[src/rtl/rf_arb_pkg.sv]
// Shared types and default sizes for the register-file access arbiter.
// Optional build macro RF_ARB_ROUND_ROBIN_EN selects round-robin arbitration.
package rf_arb_pkg;

  localparam int RF_DATA_WIDTH   = 32;
  localparam int RF_ADDR_WIDTH   = 3;
  localparam int RF_STARVE_LIMIT = 4;

  typedef enum logic [1:0] {
    IDLE  = 2'd0,
    ISSUE = 2'd1,
    WAIT  = 2'd2,
    RESP  = 2'd3
  } arb_state_e;

  typedef enum logic {
    M0_HOST   = 1'b0,
    M1_ENGINE = 1'b1
  } req_id_e;

endpackage

[src/rtl/rf_access_arbiter_if.sv]
// Per-requester access bus: request/command toward the arbiter, grant and read data back.
interface rf_access_arbiter_if
  import rf_arb_pkg::*;
#(
  parameter int DATA_WIDTH = RF_DATA_WIDTH,
  parameter int ADDR_WIDTH = RF_ADDR_WIDTH
) ();

  logic                  req;
  logic                  we;
  logic [ADDR_WIDTH-1:0] addr;
  logic [DATA_WIDTH-1:0] wdata;
  logic                  gnt;
  logic                  rvalid;
  logic [DATA_WIDTH-1:0] rdata;

  modport master (
    output req, we, addr, wdata,
    input  gnt, rvalid, rdata
  );

  modport slave (
    input  req, we, addr, wdata,
    output gnt, rvalid, rdata
  );

endinterface

[src/rtl/rf_arb_pick.sv]
// Combinational winner selection between the two requesters.
// RF_ARB_ROUND_ROBIN_EN: ties follow rr_ptr; otherwise m1 wins ties unless starve_hit.
module rf_arb_pick
  import rf_arb_pkg::*;
(
  input  logic [1:0] req,
`ifdef RF_ARB_ROUND_ROBIN_EN
  input  logic       rr_ptr,
`else
  input  logic       starve_hit,
`endif
  output logic       id
);

  // Lone requester always wins; a tie is resolved by the active policy.
  always_comb begin
    id = M0_HOST;
    case (req)
      2'b01:   id = M0_HOST;
      2'b10:   id = M1_ENGINE;
`ifdef RF_ARB_ROUND_ROBIN_EN
      2'b11:   id = rr_ptr;
`else
      2'b11:   id = starve_hit ? M0_HOST : M1_ENGINE;
`endif
      default: id = M0_HOST;
    endcase
  end

endmodule

[src/rtl/rf_access_arbiter.sv]
// Shares the single register-file port between the APB host (m0) and protocol engine (m1).
// Build macro RF_ARB_ROUND_ROBIN_EN swaps fixed priority + starvation guard for round-robin.
module rf_access_arbiter
  import rf_arb_pkg::*;
#(
  parameter int DATA_WIDTH   = RF_DATA_WIDTH,
  parameter int ADDR_WIDTH   = RF_ADDR_WIDTH,
  parameter int STARVE_LIMIT = RF_STARVE_LIMIT
) (
  input  logic                  clk,
  input  logic                  reset,
  rf_access_arbiter_if.slave    m0,
  rf_access_arbiter_if.slave    m1,
  output logic                  rf_we,
  output logic                  rf_re,
  output logic [ADDR_WIDTH-1:0] rf_addr,
  output logic [DATA_WIDTH-1:0] rf_wdata,
  input  logic [DATA_WIDTH-1:0] rf_rdata,
  output logic                  busy
);

  arb_state_e            state;
  logic                  lat_we;
  logic                  lat_id;
  logic [1:0]            req;
  logic                  win;
  logic                  grant_now;
  logic                  sel_we;
  logic [ADDR_WIDTH-1:0] sel_addr;
  logic [DATA_WIDTH-1:0] sel_wdata;

  assign req       = {m1.req, m0.req};
  assign grant_now = (state == IDLE) && (req != 2'b00);
  assign sel_we    = (win == M1_ENGINE) ? m1.we    : m0.we;
  assign sel_addr  = (win == M1_ENGINE) ? m1.addr  : m0.addr;
  assign sel_wdata = (win == M1_ENGINE) ? m1.wdata : m0.wdata;

`ifdef RF_ARB_ROUND_ROBIN_EN
  logic rr_ptr;

  rf_arb_pick u_pick (
    .req    (req),
    .rr_ptr (rr_ptr),
    .id     (win)
  );

  // Pointer names the requester preferred on the next tie: the one not granted last.
  always_ff @(posedge clk or posedge reset) begin
    if (reset) begin
      rr_ptr <= M0_HOST;
    end else if (grant_now) begin
      rr_ptr <= ~win;
    end
  end
`else
  localparam int              CNT_W = $clog2(STARVE_LIMIT + 1);
  localparam logic [CNT_W-1:0] LIMIT = CNT_W'(STARVE_LIMIT);

  logic [CNT_W-1:0] starve_cnt;
  logic             starve_hit;

  assign starve_hit = (starve_cnt >= LIMIT);

  rf_arb_pick u_pick (
    .req        (req),
    .starve_hit (starve_hit),
    .id         (win)
  );

  // Counts m1 grants that bypassed a waiting m0; saturates at the limit, cleared by any m0 grant.
  always_ff @(posedge clk or posedge reset) begin
    if (reset) begin
      starve_cnt <= {CNT_W{1'b0}};
    end else if (grant_now) begin
      if (win == M0_HOST) begin
        starve_cnt <= {CNT_W{1'b0}};
      end else if (m0.req && (starve_cnt != LIMIT)) begin
        starve_cnt <= starve_cnt + CNT_W'(1);
      end
    end
  end
`endif

  // Transaction sequencer: latch winner in IDLE, strobe in ISSUE, capture in WAIT, respond in RESP.
  always_ff @(posedge clk or posedge reset) begin
    if (reset) begin
      state     <= IDLE;
      lat_we    <= 1'b0;
      lat_id    <= M0_HOST;
      m0.gnt    <= 1'b0;
      m0.rvalid <= 1'b0;
      m0.rdata  <= {DATA_WIDTH{1'b0}};
      m1.gnt    <= 1'b0;
      m1.rvalid <= 1'b0;
      m1.rdata  <= {DATA_WIDTH{1'b0}};
      rf_we     <= 1'b0;
      rf_re     <= 1'b0;
      rf_addr   <= {ADDR_WIDTH{1'b0}};
      rf_wdata  <= {DATA_WIDTH{1'b0}};
      busy      <= 1'b0;
    end else begin
      m0.gnt    <= 1'b0;
      m1.gnt    <= 1'b0;
      m0.rvalid <= 1'b0;
      m1.rvalid <= 1'b0;
      rf_we     <= 1'b0;
      rf_re     <= 1'b0;
      case (state)
        IDLE: begin
          if (grant_now) begin
            state    <= ISSUE;
            busy     <= 1'b1;
            lat_we   <= sel_we;
            lat_id   <= win;
            rf_we    <= sel_we;
            rf_re    <= ~sel_we;
            rf_addr  <= sel_addr;
            rf_wdata <= sel_wdata;
            m0.gnt   <= (win == M0_HOST);
            m1.gnt   <= (win == M1_ENGINE);
          end else begin
            busy <= 1'b0;
          end
        end
        ISSUE: begin
          if (lat_we) begin
            state <= IDLE;
            busy  <= 1'b0;
          end else begin
            state <= WAIT;
          end
        end
        WAIT: begin
          state <= RESP;
          // Only the winner's read data register moves; the other keeps its last value.
          if (lat_id == M1_ENGINE) begin
            m1.rdata  <= rf_rdata;
            m1.rvalid <= 1'b1;
          end else begin
            m0.rdata  <= rf_rdata;
            m0.rvalid <= 1'b1;
          end
        end
        RESP: begin
          state <= IDLE;
          busy  <= 1'b0;
        end
        default: begin
          state <= IDLE;
          busy  <= 1'b0;
        end
      endcase
    end
  end

endmodule

[src/flat_wrapper.sv]
// flat-port wrapper written by rule: the top's interface ports become plain ports
module rf_access_arbiter_flat import rf_arb_pkg::*;
#(
  parameter int DATA_WIDTH   = RF_DATA_WIDTH,
  parameter int ADDR_WIDTH   = RF_ADDR_WIDTH,
  parameter int STARVE_LIMIT = RF_STARVE_LIMIT
)
  (clk, reset, rf_we, rf_re, rf_addr, rf_wdata, rf_rdata, busy, m0_req, m0_we, m0_addr, m0_wdata, m0_gnt, m0_rvalid, m0_rdata, m1_req, m1_we, m1_addr, m1_wdata, m1_gnt, m1_rvalid, m1_rdata);
  rf_access_arbiter_if #(.DATA_WIDTH(DATA_WIDTH), .ADDR_WIDTH(ADDR_WIDTH)) m0_i ();
  rf_access_arbiter_if #(.DATA_WIDTH(DATA_WIDTH), .ADDR_WIDTH(ADDR_WIDTH)) m1_i ();
  input  logic clk;
  input  logic reset;
  output logic rf_we;
  output logic rf_re;
  output logic [ADDR_WIDTH-1:0] rf_addr;
  output logic [DATA_WIDTH-1:0] rf_wdata;
  input  logic [DATA_WIDTH-1:0] rf_rdata;
  output logic busy;
  input wire logic [$bits(m0_i.req)-1:0] m0_req;
  input wire logic [$bits(m0_i.we)-1:0] m0_we;
  input wire logic [$bits(m0_i.addr)-1:0] m0_addr;
  input wire logic [$bits(m0_i.wdata)-1:0] m0_wdata;
  output wire logic [$bits(m0_i.gnt)-1:0] m0_gnt;
  output wire logic [$bits(m0_i.rvalid)-1:0] m0_rvalid;
  output wire logic [$bits(m0_i.rdata)-1:0] m0_rdata;
  input wire logic [$bits(m1_i.req)-1:0] m1_req;
  input wire logic [$bits(m1_i.we)-1:0] m1_we;
  input wire logic [$bits(m1_i.addr)-1:0] m1_addr;
  input wire logic [$bits(m1_i.wdata)-1:0] m1_wdata;
  output wire logic [$bits(m1_i.gnt)-1:0] m1_gnt;
  output wire logic [$bits(m1_i.rvalid)-1:0] m1_rvalid;
  output wire logic [$bits(m1_i.rdata)-1:0] m1_rdata;
  assign m0_i.req = m0_req;
  assign m0_i.we = m0_we;
  assign m0_i.addr = m0_addr;
  assign m0_i.wdata = m0_wdata;
  assign m0_gnt = m0_i.gnt;
  assign m0_rvalid = m0_i.rvalid;
  assign m0_rdata = m0_i.rdata;
  assign m1_i.req = m1_req;
  assign m1_i.we = m1_we;
  assign m1_i.addr = m1_addr;
  assign m1_i.wdata = m1_wdata;
  assign m1_gnt = m1_i.gnt;
  assign m1_rvalid = m1_i.rvalid;
  assign m1_rdata = m1_i.rdata;
  rf_access_arbiter #(.DATA_WIDTH(DATA_WIDTH), .ADDR_WIDTH(ADDR_WIDTH), .STARVE_LIMIT(STARVE_LIMIT)) u_core (.clk(clk), .reset(reset), .m0(m0_i), .m1(m1_i), .rf_we(rf_we), .rf_re(rf_re), .rf_addr(rf_addr), .rf_wdata(rf_wdata), .rf_rdata(rf_rdata), .busy(busy));
endmodule
[config.mk]
export PLATFORM = sky130hd
export DESIGN_NAME = rf_access_arbiter_flat
export DESIGN_NICKNAME = d
export VERILOG_FILES = /design/src/rtl/rf_arb_pkg.sv /design/src/rtl/rf_access_arbiter_if.sv /design/src/rtl/rf_arb_pick.sv /design/src/rtl/rf_access_arbiter.sv /design/src/flat_wrapper.sv
export SDC_FILE = /design/constraint.sdc
export NUM_CORES = 1
export LEC_CHECK = 0
export ABC_AREA = 1
export ABC_CLOCK_PERIOD_IN_PS = 4400
export CAP_MARGIN = 20
export CORE_MARGIN = 4
export CORE_UTILIZATION = 42
export DETAILED_ROUTE_END_ITERATION = 16
export GPL_ROUTABILITY_DRIVEN = 0
export PLACE_DENSITY = 0.89
export SLEW_MARGIN = 20
export SYNTH_ARGS = -nofsm -noshare
export SYNTH_HDL_FRONTEND = slang
export SYNTH_SLANG_ARGS = --single-unit
[constraint.sdc]
create_clock -name clk -period 4.4 [get_ports clk]
set_input_delay 0.44 -clock clk [delete_from_list [all_inputs] [get_ports clk]]
set_output_delay 0.44 -clock clk [all_outputs]
set_load 0.01 [all_outputs]
**Word level (Yosys, flattened, before mapping)**

Index checks and enable logic that the tools add are counted.

- Register bits after elaboration: 113
- Input port bits: 108
- Output and inout port bits: 106
- Word-level logic and storage cells: 64

- Reduce and logical (&&, ||, !) cells: 10
- Bitwise operators: 3
- Order comparisons: 1
- Mux-type cells: 25
- Eq/ne operators: 9
- $add $sub $neg: 1

Operators with widths:

| cell | count |
|---|---|
| two-way mux 32 bit | 1 |
| two-way mux 1 bit | 16 |
| AND reduction 2 bit | 5 |
| two-way mux 3 bit | 3 |
| equality test 2 bit (second input constant) | 4 |
| case mux 2 bit (4 select lines) | 1 |
| two-way mux 2 bit | 2 |
| != test 2 x 1 -> 1 bit (second input constant) | 2 |
| adder 3 x 1 -> 3 bit (second input constant) | 1 |
| >= comparator 3 bit (second input constant) | 1 |
| != test 3 bit (second input constant) | 1 |
| inverter 1 bit | 3 |
| case mux 1 bit (3 select lines) | 1 |
| nonzero test 3 bit | 1 |
| equality test 2 x 1 -> 1 bit (second input constant) | 1 |
| logical AND 1 bit | 2 |
| logical NOT 2 bit | 1 |
| != test 2 bit (second input constant) | 1 |
| case mux 1 bit (2 select lines) | 1 |
| nonzero test 2 bit | 1 |

**Longest topological paths before layout**

- Word-level depth: 7
- Mapped depth: 8
- Mapped depth without buffers: 6

**Modules after synthesis**

From an unflattened synthesis, not the netlist that was laid out.

- Cell total of the unflattened synthesis: 572
- Area total of the unflattened synthesis: 4740.8 um^2

By module, submodules not included:

| module | times used | cells an instance | area each (um^2) |
|---|---|---|---|
| rf_access_arbiter | 1 | 570 | 4728.3 |
| rf_arb_pick | 1 | 2 | 12.5 |

**Worst setup path after synthesis**

Ideal clock, no wire load.

- Kind: input -> register
- From: in m1_req
- To: reg u_core.lat_we
- Setup slack: 3.216 ns
- Stages: 7
- Data required time: 4.281 ns
- Library setup time: 0.119 ns
- Path buffers: 3
- Data arrival time: 1.065 ns
- Cell sequence: buf_4 -> nand2_4 -> buf_6 -> buf_6 -> nand2_1 -> nand3_1 -> nand2_1

- Word-level cells in the longest chain between the ends: 3

Ends and longest elaborated chain:

| item | RTL line | text |
|---|---|---|
| start, declared | flat_wrapper.sv:26 | `input wire logic [$bits(m1_i.req)-1:0] m1_req;` |
| equality test 2 bit / nonzero test 2 bit (equally long branches) | rf_arb_pick.sv:18, rf_access_arbiter.sv:33 |  |
| case mux 1 bit (2 select lines) / logical AND 1 bit (equally long branches) | rf_arb_pick.sv:18, rf_access_arbiter.sv:33 |  |
| two-way mux 1 bit / AND reduction 2 bit (equally long branches) | n/a |  |
| end signal, assigned | rf_access_arbiter.sv:113 | `lat_we <= sel_we;` |
| end, declared | rf_access_arbiter.sv:23 | `logic lat_we;` |

Several ways; a longest one is shown, not always the timed one.
A chain may end at the register's enable or synchronous reset.

**Worst setup path in the final report**

- From: in m1_req
- To: reg u_core.rf_wdata[4]

- Word-level cells in the longest chain between the ends: 3

Ends and longest elaborated chain:

| item | RTL line | text |
|---|---|---|
| equality test 2 bit / nonzero test 2 bit (equally long branches) | rf_arb_pick.sv:18, rf_access_arbiter.sv:33 |  |
| case mux 1 bit (2 select lines) / logical AND 1 bit (equally long branches) | rf_arb_pick.sv:18, rf_access_arbiter.sv:33 |  |
| two-way mux 32 bit / AND reduction 2 bit (equally long branches) | n/a |  |
| end signal, assigned | rf_access_arbiter.sv:99 | `rf_wdata <= {DATA_WIDTH{1'b0}};` |
| end signal, assigned | rf_access_arbiter.sv:118 | `rf_wdata <= sel_wdata;` |
| end, declared | rf_access_arbiter.sv:17 | `output logic [DATA_WIDTH-1:0] rf_wdata,` |

Several ways; a longest one is shown, not always the timed one.

==> run metrics <==
outcome=finished clean; Root Buffer=clkbuf_16; Yosys reg bits=roughly 110; share of cells above drive strength 1=0.0574; crit-path cells=clkdlybuf4s50_1 -> buf_4 -> nor2_1 -> nor2_2 -> inv_2 -> nand2_1 -> nand2_1; CTS H-tree lvls=4; Max Fclk=0.448 GHz; hold buffers post-CTS=0; Rel. slew slack=0.559; Yosys Warn Count=0; Residual DRC=0; max-cap check violation count=0; Die ar.=0.0132 mm²; Crit Path Class=input pin to flop; Req. time, crit path=roughly 4.7 ns; Detail Route Antenna Nets=0; R2R setup slack=2.55 ns; Min Hold Slack=~0.44 ns; slowest cell on the critical path=clkdlybuf4s50_1; post-synthesis mux area share=0; worst-skew pair later-pin latency=0.39 ns; Critical path origin=m1_req; CTS tree=yes; area share of xor/xnor cells in the synthesized design=0; pin count of the biggest net entering global routing=66; Mapped Nets=~680; cell row count=38; CP Max Fanout=39; final net count=slightly below 900; Placed Cells=roughly 890; Worst EP arrival=around 2.5 ns; Post-synth EDFFs=0; io pins=between 200 and 250; WL per Instance=roughly 15 µm; top post-synthesis cells by area=dfrtp_1 (59%), nand2_1 (20%), o21ai_0 (6.8%), nand3_1 (4.5%), inv_1 (3.5%); Startpoint Class=input pin; Setup Fix Bufs, Post-CTS=0; synthesis-to-layout area growth=57.4%; Overflow after GRT=0; routed wire length=approximately 14 mm; global-route wire length before repair=~21 mm; wl on met1=5.68 mm; WL met2=~6.3 mm; Die Ht=around 120 µm; dpl ws=approximately 1.8 ns; clk slew on worst S/H paths=around 0.05 ns; antenna cells=0; number of global-route vias before repair=between 4000 and 5000; critical path capture point type=flop; Synth Area in Adders=0.00520; Worst Tran Pin Value=roughly 0.66 ns; setup TNS=0 ns; highest metal used=met4; sequential area share after synthesis=0.588; PortBufs=between 200 and 250; maximum vdd drop=between 0.3 and 0.4 mV; Via Count=around 4400; clk_skew=0.00912 ns; ys async rst share=1.00; Final WS setup=between 2 and 2.5 ns; Longest Clk Path Bufs=2; Largest stage delay, worst path=0.46 ns; top cell types by occurrence after synthesis=nand2_1 (252), dfrtp_1 (113), o21ai_0 (65), inv_1 (45), nand3_1 (43); Leak=approximately 3.7 nW; First-pass DRT Iterations=4; fin. max-slew vios=0; wire length on met3=1.56 mm; final setup violation count=0; RSZ-0062 raised after global routing=no; post-cts resize count=0; simple-gate share of the synthesized area=0.254; Hold Crit Class=flop to flop; DR vias/cell=4.81; reg2reg start=u_core.state[0]; core area=0.0110 mm²; CTS sink count=roughly 110; Synth Area in Compound Gates=0.0712; hpwl dp=around 9.5 mm; count leader, synth=nand2_1; Final Cycle Share=0.507; Post-Syn Instances=567; Synth Cell Area=~0.0048 mm²; post-layout min period=between 2 and 2.5 ns; Mean Syn Cell Area=between 8 and 9 µm²; GRT Total Usage=0.206; post-synth top area cell=dfrtp_1; hold path cells=1; Starting Density=0.436; FF-to-FF path depth=6; Num CTS Buffers=17; Crit path top cell by count=nand2_1; PwrDens=a little over 700 mW/mm²; Die X=115 µm; post-synthesis cell type count=20; Final Hold Fails=0; DR iter-0 viols=~360; Final Non-Filler Cells=924; hold path start=u_core.state[0]; ys flop type=dfrtp_1; largest family of logic cells by synthesized area=simple AND/OR/NAND/NOR gates; top-area cell type share of the netlist area=0.588; initial antenna violation count=0
-- per-stage QoR --
step / util / cell area (µm²) / total power [W]
after CTS: 0.686 / 7560 / 0.00546
final: 0.686 / 7570 / 0.00541
after detailed placement: 0.632 / 6970 / 0.00404
after floorplan: - / 4810 / 0.00282
after global routing: 0.686 / 7570 / 0.00577
after global placement: 0.629 / 6940 / 0.00395
-- registers in the layout, indices dropped and copies added, names as in the netlist, named ones only --
| register | count |
|---|---|
| u_core.rf_addr | 3 |
| u_core.lat_we | 1 |
| u_core.m0.gnt | 1 |
| u_core.state | 1 |
| u_core.rf_wdata | 32 |
| u_core.rf_re | 1 |
| u_core.m0.rdata | 32 |
| u_core.busy | 1 |
| u_core.starve_cnt | 3 |
| u_core.lat_id | 1 |
| u_core.rf_we | 1 |
| u_core.m1.gnt | 1 |
| u_core.m1.rvalid | 1 |
| u_core.m1.rdata | 32 |
| u_core.m0.rvalid | 1 |
-- routing by layer --
metal,up-vias,track usage
met5,-,0
met4,0,0.0610
met3,15,0.0826
met2,232,0.333
met1,2028,0.255
li1,2167,-
-- worst max-delay path, delay by kind of cell --
family / cells / cell delay [ns]
buffers and inverters: 3 / 1.24
AND/OR/NAND/NOR: 4 / 0.83
-- worst paths after layout --
| path | endpoint |
|---|---|
| worst max-delay path | u_core.rf_wdata[4] |
| worst min-delay path | u_core.state[0] |
| worst max register to register | u_core.rf_wdata[4] |
| worst min register to register | u_core.state[0] |
| max in group asynchronous | async pin |
| min in group asynchronous | u_core.m1.rdata[4] |
-- cells by family after synthesis --
logic type / Yosys count
buffers and inverters: 80
adders and majority gates: 2
AOI/OAI and AO/OA: 68
and+or+nand+nor: 304
DFF: 113
-- layout by cell type (no fill, tap or decap), types with 2 or more instances in the layout --
cell type	netlist	final
inv_1	45	44
nand3_1	43	41
clkdlybuf4s50_1	0	213
nand2_4	2	2
a21oi_1	2	2
dfrtp_1	113	113
clkinv_2	0	4
buf_4	4	4
clkinvlp_4	0	5
nor2_1	3	3
bufinv_16	0	3
nand2_1	252	252
clkbuf_16	0	17
o21ai_0	65	65
inv_2	2	2
ha_1	2	2
-- report_power, final --
part           internal, W  switching (W)  leakage, nW
logic              0.00114        0.00109         2.06
clock network     0.000888       0.000476        0.278
registers          0.00154       0.000284         1.41
-- layout make-up --
type                    count  area (µm²)
multi-input cells         374        1610
inverters                  47         179
fillers                   846        3460
flip-flops and latches    113        2830
clock buffers              18         429
well taps                 140         175
clock inverters            14         165
repair buffers            218        2190
No activity file was read; power rests on OpenSTA's default activity.
